**src/rtl/cpu7_ifu_ibuf_if.sv**
```systemverilog
// Purpose : fetch-to-decode handshake bundle for the instruction buffer.
// Latency : n/a (wires only).
// Backpressure: f_allow throttles fetch; d_ready from decode pops the head.
// Ports   : fetch side f_valid/f_pc/f_inst/f_ex/f_exccode/f_allow, flush,
//           decode side d_valid/d_pc/d_inst/d_ex/d_exccode/d_ready, count.
//           master = fetch/decode environment, slave = the buffer.
interface cpu7_ifu_ibuf_if #(
    parameter int PTR_W = 2
);
    logic             f_valid;
    logic [31:0]      f_pc;
    logic [31:0]      f_inst;
    logic             f_ex;
    logic [5:0]       f_exccode;
    logic             f_allow;
    logic             flush;
    logic             d_valid;
    logic [31:0]      d_pc;
    logic [31:0]      d_inst;
    logic             d_ex;
    logic [5:0]       d_exccode;
    logic             d_ready;
    logic [PTR_W:0]   count;

    modport master (
        output f_valid, f_pc, f_inst, f_ex, f_exccode, flush, d_ready,
        input  f_allow, d_valid, d_pc, d_inst, d_ex, d_exccode, count
    );

    modport slave (
        input  f_valid, f_pc, f_inst, f_ex, f_exccode, flush, d_ready,
        output f_allow, d_valid, d_pc, d_inst, d_ex, d_exccode, count
    );
endinterface

```
**src/rtl/cpu7_ifu_ibuf.sv**
```systemverilog
// Purpose : small circular instruction FIFO between fetch and decode, flushed on branch cancel.
// Latency : 1 cycle push-to-head (0 cycles into an empty buffer when CPU7_IFU_IBUF_BYPASS_EN is defined).
// Backpressure: f_allow = not full, from registered state only; a full buffer refuses a push even if it pops.
// Ports   : clock, reset (synchronous, active-high), bus (cpu7_ifu_ibuf_if.slave).
// Option  : define CPU7_IFU_IBUF_BYPASS_EN to forward fetch straight to decode while empty.
module cpu7_ifu_ibuf #(
    parameter int DEPTH = 4,
    parameter int PTR_W = 2
) (
    input  logic                 clock,
    input  logic                 reset,
    cpu7_ifu_ibuf_if.slave       bus
);
    typedef struct packed {
        logic [31:0] pc;
        logic [31:0] inst;
        logic        ex;
        logic [5:0]  exccode;
    } ibuf_ent_t;

    localparam logic [PTR_W:0] FULL_CNT = (PTR_W+1)'(DEPTH);

    ibuf_ent_t        mem_q [DEPTH];
    logic [PTR_W-1:0] wp_q, wp_d;
    logic [PTR_W-1:0] rp_q, rp_d;
    logic [PTR_W:0]   cnt_q, cnt_d;

    ibuf_ent_t        wr_ent;
    ibuf_ent_t        hd_ent;
    logic             empty;
    logic             push;
    logic             pop;
    logic             byp;

    // Faulting fetches carry no meaningful instruction word; store zero.
    always_comb begin
        wr_ent         = '0;
        wr_ent.pc      = bus.f_pc;
        wr_ent.inst    = bus.f_ex ? 32'h0 : bus.f_inst;
        wr_ent.ex      = bus.f_ex;
        wr_ent.exccode = bus.f_exccode;
    end

    assign empty       = (cnt_q == '0);
    assign bus.f_allow = (cnt_q != FULL_CNT);

`ifdef CPU7_IFU_IBUF_BYPASS_EN
    logic fwd;
    // While empty, fetch is shown directly on the head; it is only consumed
    // without a write when decode takes it in the same cycle.
    assign fwd         = empty & bus.f_valid & ~bus.flush;
    assign byp         = fwd & bus.d_ready;
    assign hd_ent      = fwd ? wr_ent : mem_q[rp_q];
    assign bus.d_valid = ~empty | fwd;
`else
    assign byp         = 1'b0;
    assign hd_ent      = mem_q[rp_q];
    assign bus.d_valid = ~empty;
`endif

    assign push = bus.f_valid & bus.f_allow & ~bus.flush & ~byp;
    // Pop only real stored entries; a bypassed instruction never occupies a slot.
    assign pop  = ~empty & bus.d_ready & ~bus.flush;

    assign bus.d_pc      = hd_ent.pc;
    assign bus.d_inst    = hd_ent.inst;
    assign bus.d_ex      = hd_ent.ex;
    assign bus.d_exccode = hd_ent.exccode;
    assign bus.count     = cnt_q;

    always_comb begin
        wp_d  = wp_q;
        rp_d  = rp_q;
        cnt_d = cnt_q;
        if (bus.flush) begin
            wp_d  = '0;
            rp_d  = '0;
            cnt_d = '0;
        end else begin
            if (push) wp_d = wp_q + PTR_W'(1);
            if (pop)  rp_d = rp_q + PTR_W'(1);
            case ({push, pop})
                2'b10:   cnt_d = cnt_q + (PTR_W+1)'(1);
                2'b01:   cnt_d = cnt_q - (PTR_W+1)'(1);
                default: cnt_d = cnt_q;
            endcase
        end
    end

    always_ff @(posedge clock) begin
        if (reset) begin
            wp_q  <= '0;
            rp_q  <= '0;
            cnt_q <= '0;
        end else begin
            wp_q  <= wp_d;
            rp_q  <= rp_d;
            cnt_q <= cnt_d;
        end
    end

    // Storage is deliberately not reset; push is already gated by flush.
    always_ff @(posedge clock) begin
        if (push && !reset) mem_q[wp_q] <= wr_ent;
    end
endmodule

```
**src/flat_wrapper.sv**
```systemverilog
// flat-port wrapper written by rule: the top's interface ports become plain ports
module cpu7_ifu_ibuf_flat 
#(
    parameter int DEPTH = 4,
    parameter int PTR_W = 2
)
  (clock, reset, bus_f_valid, bus_f_pc, bus_f_inst, bus_f_ex, bus_f_exccode, bus_flush, bus_d_ready, bus_f_allow, bus_d_valid, bus_d_pc, bus_d_inst, bus_d_ex, bus_d_exccode, bus_count);
  cpu7_ifu_ibuf_if #(.PTR_W(PTR_W)) bus_i ();
  input  logic clock;
  input  logic reset;
  input wire logic [$bits(bus_i.f_valid)-1:0] bus_f_valid;
  input wire logic [$bits(bus_i.f_pc)-1:0] bus_f_pc;
  input wire logic [$bits(bus_i.f_inst)-1:0] bus_f_inst;
  input wire logic [$bits(bus_i.f_ex)-1:0] bus_f_ex;
  input wire logic [$bits(bus_i.f_exccode)-1:0] bus_f_exccode;
  input wire logic [$bits(bus_i.flush)-1:0] bus_flush;
  input wire logic [$bits(bus_i.d_ready)-1:0] bus_d_ready;
  output wire logic [$bits(bus_i.f_allow)-1:0] bus_f_allow;
  output wire logic [$bits(bus_i.d_valid)-1:0] bus_d_valid;
  output wire logic [$bits(bus_i.d_pc)-1:0] bus_d_pc;
  output wire logic [$bits(bus_i.d_inst)-1:0] bus_d_inst;
  output wire logic [$bits(bus_i.d_ex)-1:0] bus_d_ex;
  output wire logic [$bits(bus_i.d_exccode)-1:0] bus_d_exccode;
  output wire logic [$bits(bus_i.count)-1:0] bus_count;
  assign bus_i.f_valid = bus_f_valid;
  assign bus_i.f_pc = bus_f_pc;
  assign bus_i.f_inst = bus_f_inst;
  assign bus_i.f_ex = bus_f_ex;
  assign bus_i.f_exccode = bus_f_exccode;
  assign bus_i.flush = bus_flush;
  assign bus_i.d_ready = bus_d_ready;
  assign bus_f_allow = bus_i.f_allow;
  assign bus_d_valid = bus_i.d_valid;
  assign bus_d_pc = bus_i.d_pc;
  assign bus_d_inst = bus_i.d_inst;
  assign bus_d_ex = bus_i.d_ex;
  assign bus_d_exccode = bus_i.d_exccode;
  assign bus_count = bus_i.count;
  cpu7_ifu_ibuf #(.DEPTH(DEPTH), .PTR_W(PTR_W)) u_core (.clock(clock), .reset(reset), .bus(bus_i));
endmodule
```
**config.mk**
```make
export PLATFORM = sky130hd
export DESIGN_NAME = cpu7_ifu_ibuf_flat
export DESIGN_NICKNAME = d
export VERILOG_FILES = /design/src/rtl/cpu7_ifu_ibuf_if.sv /design/src/rtl/cpu7_ifu_ibuf.sv /design/src/flat_wrapper.sv
export SDC_FILE = /design/constraint.sdc
export NUM_CORES = 1
export LEC_CHECK = 0
export CAP_MARGIN = 10
export CORE_MARGIN = 5
export CORE_UTILIZATION = 50
export DETAILED_ROUTE_END_ITERATION = 6
export GPL_TIMING_DRIVEN = 1
export PLACE_DENSITY = 0.74
export RECOVER_POWER = 100
export SYNTH_ARGS = -nofsm -noshare
export SYNTH_HDL_FRONTEND = slang
export SYNTH_SLANG_ARGS = --single-unit
```
**constraint.sdc**
```tcl
create_clock -name clock -period 13.67 [get_ports clock]
set_input_delay 1.367 -clock clock [delete_from_list [all_inputs] [get_ports clock]]
set_output_delay 1.367 -clock clock [all_outputs]
set_load 0.01 [all_outputs]
```
==> out/metrics.yaml, run 1 <==
status:
  status: "finished, violations left"
  violations: "max-capacitance violations, max-slew violations"
pwr:
  ir_drop_mv: 0.0960
  power_density_nw_per_um2: 132
  p_leak_nw: 4.28
floorplanning:
  die_h_um: 159
  num_io_pins: 152
  num_rows: 54
  die-area_um2: 25200
  die_w_um: 159
  coreArea_um2: 21800
  start_util_pct: 50.7
clocking:
  cts_resized: 0
  root_buffer: "clkbuf_16"
  cts_hold_buf: 0
  cts_buffers: 29
  clkLatencyLatePin_ns: 0.53
  clkTransAtPathRegs_ns: 0.06
  cts.path.max_buffers: 3
  cts_tree: "done"
  htree_levels: 1
  post-cts-setup-buffers: 0
  cts.sinks: 293
worst_setup_path:
  start_kind: "flip-flop"
  r2r_cells: 4
  worstSetupEndpointType: "output pin"
  worst-path-stages: 2
  cp.required_ns: 12.30
  crit_slowest_cell: "dfxtp_1"
  critPathTopFamily: "flip-flops"
  crit_arrival_ns: 4.71
  r2r-end: "u_core.mem_q[3][64]"
  r2r_slack_ns: 9.70
  crit_type: "reg2out"
  path_max_fanout: 71
  path_cells: "mux4_2 -> dlygate4sd3_1"
  r2r_start: "u_core.bus.count[0]"
  critical-path-max-stage-delay_ns: 2.73
  endpoint: "bus_d_inst[16]"
  worst-path-buf-inv: 1
detailed_routing:
  highest_layer: "met4"
  ant_nets: 0
  first_pass_iters: 4
  num_vias: 5147
  routed-wl-met2_um: 10500
  drc: 0
  routed-wl-met3_um: 1540
  viasPerCell: 5.51
  drtIter0Drc: 395
  wl_met1_um: 8430
  wl_um: 20600
  wl_per_cell_um: 22.1
cells_and_area:
  design_area_um2: 13600
  diodes: 0
  drive_above_1_share_pct: 17.3
  final_nets: 716
  area_growth_pct: 23.2
  n_fill_cell: 1515
timing:
  max_freq_ghz: 0.165
  maxSlewHeadroom_pct: -138
  setup_tns_ns: 0
  period_needed_ns: 6.08
  finalSetupViolations: 0
  finalMaxSlewViolations: 401
  hold_violations: 0
  min_period_over_period_pct: 44.5
  skew_ns: 0.0215
  rsz0062_at_grt: "false"
  tightest_slew_ns: 3.57
place:
  gp_congestion: 0.693
  post_dp_cell_area_um2: 12800
  dp_hpwl_um: 12400
  port_buffers: 151
global_routing:
  grt-ovfl-total: 0
  grt_usage_pct: 16.7
  grt_max_degree: 72
  grt_pass1_wl_um: 32000
  antenna_found_initial: 0
  grt_pass1_vias: 5712
yosys:
  synth_nets: 544
  syn_inst: 462
  syn_avg_cell_area_um2: 23.9
  seq_area_frac_synth_pct: 78.9
  yosys_warnings: 0
  ys_types: 25
  syn-cell-area_um2: 11000
  yosys_register_bits: 293
hold_path:
  hp-class: "reg2reg"
job:
  max_cap_violations: 10
-- Yosys cell counts, drive strengths merged --
cell	count	share of area, %
fa	1	0.18
or2	1	0.057
or3b	1	0.10
nand3b	2	0.25
or3	3	0.17
ha	5	0.57
o21ai	3	0.14
nor3	1	0.091
dfxtp	9	1.6
nor2b	32	1.8
clkbuf	5	0.17
edfxtp	284	77
buf	15	1.7
a21oi	5	0.23
mux4	71	14
nor2	5	0.17
xor2	2	0.16
mux2i	2	0.18
nand2b	1	0.057
inv	6	0.20
nand2	4	0.14
nor3b	4	0.27
-- layout by cell type (no fill, tap or decap), drive strengths merged --
cell type      netlist  final
clkbuf               5     45
mux4                71     71
inv                  6      7
clkdlybuf4s50        0     36
edfxtp             284    284
xor2                 2      2
nand3b               2      2
nor3b                4      4
fa                   1      1
or3b                 1      1
dlygate4sd3          0    115
nor2b               32     32
mux2i                2      2
a21oi                5      5
dfxtp                9      9
nand2b               1      1
nand2                4      4
bufinv               0      2
o21ai                3      3
nor2                 5      5
or3                  3      3
clkinv               0     12
ha                   5      5
or2                  1      1
nor3                 1      1
buf                 15      1
-- cell type report --
| type | instances | area [um2] | share of cell area (%) |
|---|---|---|---|
| Clock inverter | 15 | 121 | 0.893 |
| Inverter | 6 | 22.5 | 0.166 |
| Clock buffer | 36 | 752 | 5.53 |
| Sequential cell | 293 | 8710 | 64.1 |
| Multi-Input combinational cell | 143 | 2090 | 15.3 |
| Timing Repair Buffer | 161 | 1550 | 11.4 |
| Tap cell | 280 | 350 | 2.58 |
-- metrics by stage --
step / hold WS [ns] / cells / worst slack (ns) / power, mW / util (%)
5_1_grt: 0.564 / 934 / 7.31 / 1.86 / 62.5
4_1_cts: 0.502 / 934 / 8.93 / 1.82 / 62.8
2_1_floorplan: 0.459 / 462 / 6.28 / 1.04 / -
3_5_place_dp: 0.491 / 883 / 9.52 / 1.09 / 58.8
6_report: 0.512 / 934 / 7.59 / 1.79 / 62.5
3_3_place_gp: 0.457 / 883 / 9.52 / 1.08 / 58.8
-- flip-flops by register name, summed over array words and instances, names as in the netlist, named ones only --
name and cells:
u_core.bus.count 3, u_core.mem_q 284, u_core.rp_q 2, u_core.wp_q 2
-- worst min path at each step --
stage                   start        endpoint  cells past startpoint
2_1_floorplan  u_core.rp_q[1]       flip-flop                      2
3_3_place_gp   u_core.rp_q[1]       flip-flop                      2
3_5_place_dp   u_core.rp_q[1]       flip-flop                      2
4_1_cts        u_core.rp_q[1]       flip-flop                      2
5_1_grt        u_core.wp_q[0]  u_core.wp_q[0]                      2
6_report       u_core.wp_q[1]  u_core.wp_q[1]                      2
-- routing by layer --
metal | up-vias | global-route usage (%)
met5 | - | 0
li1 | 2267 | -
met4 | 0 | 3.01
met3 | 16 | 3.62
met2 | 190 | 28.3
met1 | 2674 | 22.9
-- cell families after synthesis --
logic type                 Yosys count  synth area share, %
AOI/OAI and AO/OA                    8                0.363
xor gates and xnor gates             2                0.159
adders and majority gates            6                0.748
buffers and inverters               26                 2.06
DFF                                293                 78.9
muxes                               73                 14.7
and+or+nand+nor                     54                 3.12
-- power by group --
| part | switching (mW) | leakage (nW) | total [mW] | internal (mW) |
|---|---|---|---|---|
| logic | 0.0313 | 1.19 | 0.0669 | 0.0356 |
| clock network | 0.304 | 0.431 | 0.729 | 0.425 |
| registers | 0.00242 | 2.66 | 0.996 | 0.994 |
-- worst min-delay path, delay by kind of cell (launching register included) --
| kind | cells | cell delay (ns) |
|---|---|---|
| simple gates | 1 | 0.07 |
| mux | 1 | 0.06 |
| flops | 1 | 0.34 |
Power figures use the tool's default switching activity.
==> inputs of run 2 (changes only) <==
CORE_UTILIZATION = 49   (was 50)
PLACE_DENSITY = 0.75   (was 0.74)
clock period = 5.1 ns   (was 13.67 ns; I/O delays follow)
==> run 2 against run 1 <==
Compared with the run above:
- the flow still finishes with violations (max-capacitance violations, max-slew violations)
- hold slack got worse by 0.0028 ns
- wire length about the same
- register-to-register slack worse by 8.1 ns
- non-clock buffer count unchanged
- largest power group unchanged
==> out/metrics.yaml, run 2 (same netlist as run 1, synthesis figures left out) <==
detailed_routing:
  wl_per_cell_um: 22.0  # was 22.1 um
  viasPerCell: 5.46  # was 5.51
  first_pass_iters: 4  # unchanged
  num_vias: 5128  # was 5,147
  ant_nets: 0  # unchanged
  drtIter0Drc: 283  # was 395
  drc: 0  # unchanged
  wl_um: 20600  # about the same
worst_setup_path:
  crit_arrival_ns: 3.35  # was 4.71 ns
  cp.required_ns: 4.59  # was 12.30 ns
  worstSetupEndpointType: "output pin"  # unchanged
  crit_type: "reg2out"  # unchanged
  start_kind: "flip-flop"  # unchanged
  path_max_fanout: 71  # unchanged
cells_and_area:
  finalNonFillerCells: 939  # was 934
  final_common_cell: "edfxtp_1"  # unchanged
  layout_common_cells: "edfxtp_1, dlygate4sd3_1, mux4_2"  # unchanged
  top_register: "u_core.mem_q"  # unchanged
  area_growth_pct: 23.8  # was 23.2%
  drive_above_1_share_pct: 18.3  # was 17.3%
  largest_reg_flops: 284  # unchanged
  diodes: 0  # unchanged
  final_nets: 716  # unchanged
clocking:
  cts.sinks: 293  # unchanged
  cts_tree: "done"  # unchanged
  cts_buffers: 29  # unchanged
  clkLatencyLatePin_ns: 0.53  # about the same
  htree_levels: 1  # unchanged
  clkTransAtPathRegs_ns: 0.06  # about the same
  cts_hold_buf: 0  # unchanged
  cts.path.max_buffers: 3  # unchanged
  root_buffer: "clkbuf_16"  # unchanged
  post-cts-setup-buffers: 0  # unchanged
  cts_resized: 0  # unchanged
place:
  gp_congestion: 0.723  # was 0.693
  placedCellCount: 888  # was 883
  dp_hpwl_um: 12400  # about the same
  dp_slack_ns: 2.13  # was 9.52 ns
  port_buffers: 151  # unchanged
pwr:
  power_density_nw_per_um2: 356  # was 132 nW/um2
  ir_drop_mv: 0.297  # was 0.0960 mV
  p_leak_nw: 4.31  # was 4.28 nW
floorplanning:
  coreArea_um2: 22400  # was 21,800 um2
  num_rows: 55  # was 54
  die-area_um2: 25600  # was 25,200 um2
  start_util_pct: 49.2  # was 50.7%
  die_h_um: 160  # was 159 um
  num_io_pins: 152  # unchanged
  die_w_um: 160  # was 159 um
job:
  max_cap_violations: 5  # was 10
global_routing:
  grt_max_degree: 72  # unchanged
  met1_usage_pct: 20.8  # was 22.9%
  grt_pass1_wl_um: 32600  # was 32,000 um
  grt-ovfl-total: 0  # unchanged
  grt_util_met3_pct: 3.61  # was 3.62%
  antenna_found_initial: 1  # was 0
  grt_usage_pct: 16.1  # was 16.7%
  grt_busiest_layer: "met2"  # unchanged
  grt_pass1_vias: 5914  # was 5,712
  grt_use_met2_pct: 28.6  # was 28.3%
timing:
  maxSlewHeadroom_pct: -74.1  # was -138%
  rsz0062_at_grt: "false"  # unchanged
  hold_violations: 0  # unchanged
  finalSetupViolations: 0  # unchanged
  period_needed_ns: 3.86
  setup_slack_ns: 1.24  # was 7.59 ns
  skew_ns: 0.00883  # was 0.0215 ns
  tightest_slew_ns: 2.61  # was 3.57 ns
  finalMaxSlewViolations: 193  # was 401
  min_period_over_period_pct: 75.7
  max_freq_ghz: 0.259
hold_path:
  hp-class: "reg2reg"  # unchanged
status:
  status: "finished, violations left"  # unchanged
  violations: "max-capacitance violations, max-slew violations"  # unchanged
-- run 2: stage by stage --
| step | setup TNS (ns) | cell area [um2] | power, mW | util [%] | hold slack (ns) |
|---|---|---|---|---|---|
| after global routing | 0 | 13700 | 5.05 | 60.9 | 0.548 |
| after detailed placement | 0 | 12800 | 2.91 | 57.1 | 0.482 |
| after global placement | 0 | 12800 | 2.91 | 57.1 | 0.466 |
| after CTS | 0 | 13700 | 4.92 | 61.2 | 0.512 |
| after floorplan | -425.05 | 11000 | 2.79 | - | 0.459 |
| final | 0 | 13700 | 4.87 | 60.9 | 0.510 |
-- run 2: worst paths after layout --
kind	slack, ns	depth (start not counted)	to	from
worst max register to register	1.56	4	u_core.mem_q[2][63]	u_core.bus.count[1]
worst min register to register	0.51	2	u_core.wp_q[0]	u_core.wp_q[0]
worst min-delay path	0.51	2	u_core.wp_q[0]	u_core.wp_q[0]
worst max-delay path	1.24	2	bus_d_pc[28]	flip-flop
-- run 2: power by group --
part / switching, mW / total [mW] / internal [mW] / leakage, nW
clock: 0.830 / 2.02 / 1.19 / 0.438
sequential: 0.00667 / 2.67 / 2.66 / 2.66
combinational: 0.0827 / 0.179 / 0.0961 / 1.21
-- run 2: layout make-up --
cell class	instances	area [um2]
Clock buffer	34	744
Inverter	6	22.5
Sequential cell	293	8710
Timing Repair Buffer	161	1590
Fill cell	1577	8760
Multi-Input combinational cell	143	2080
Tap cell	285	357
Clock inverter	17	164
-- run 2: layer usage --
layer	share of wire [%]	vias up
met4	1.3	2
li1	-	2258
met2	52	151
met1	41	2687
met3	5.6	30
met5	0.063	-
-- run 2: worst max-delay path, cell delays in order, from the launching register on --
cell	delay, ns
dfxtp_2	1.61
mux4_2	0.51
dlygate4sd3_1	0.62
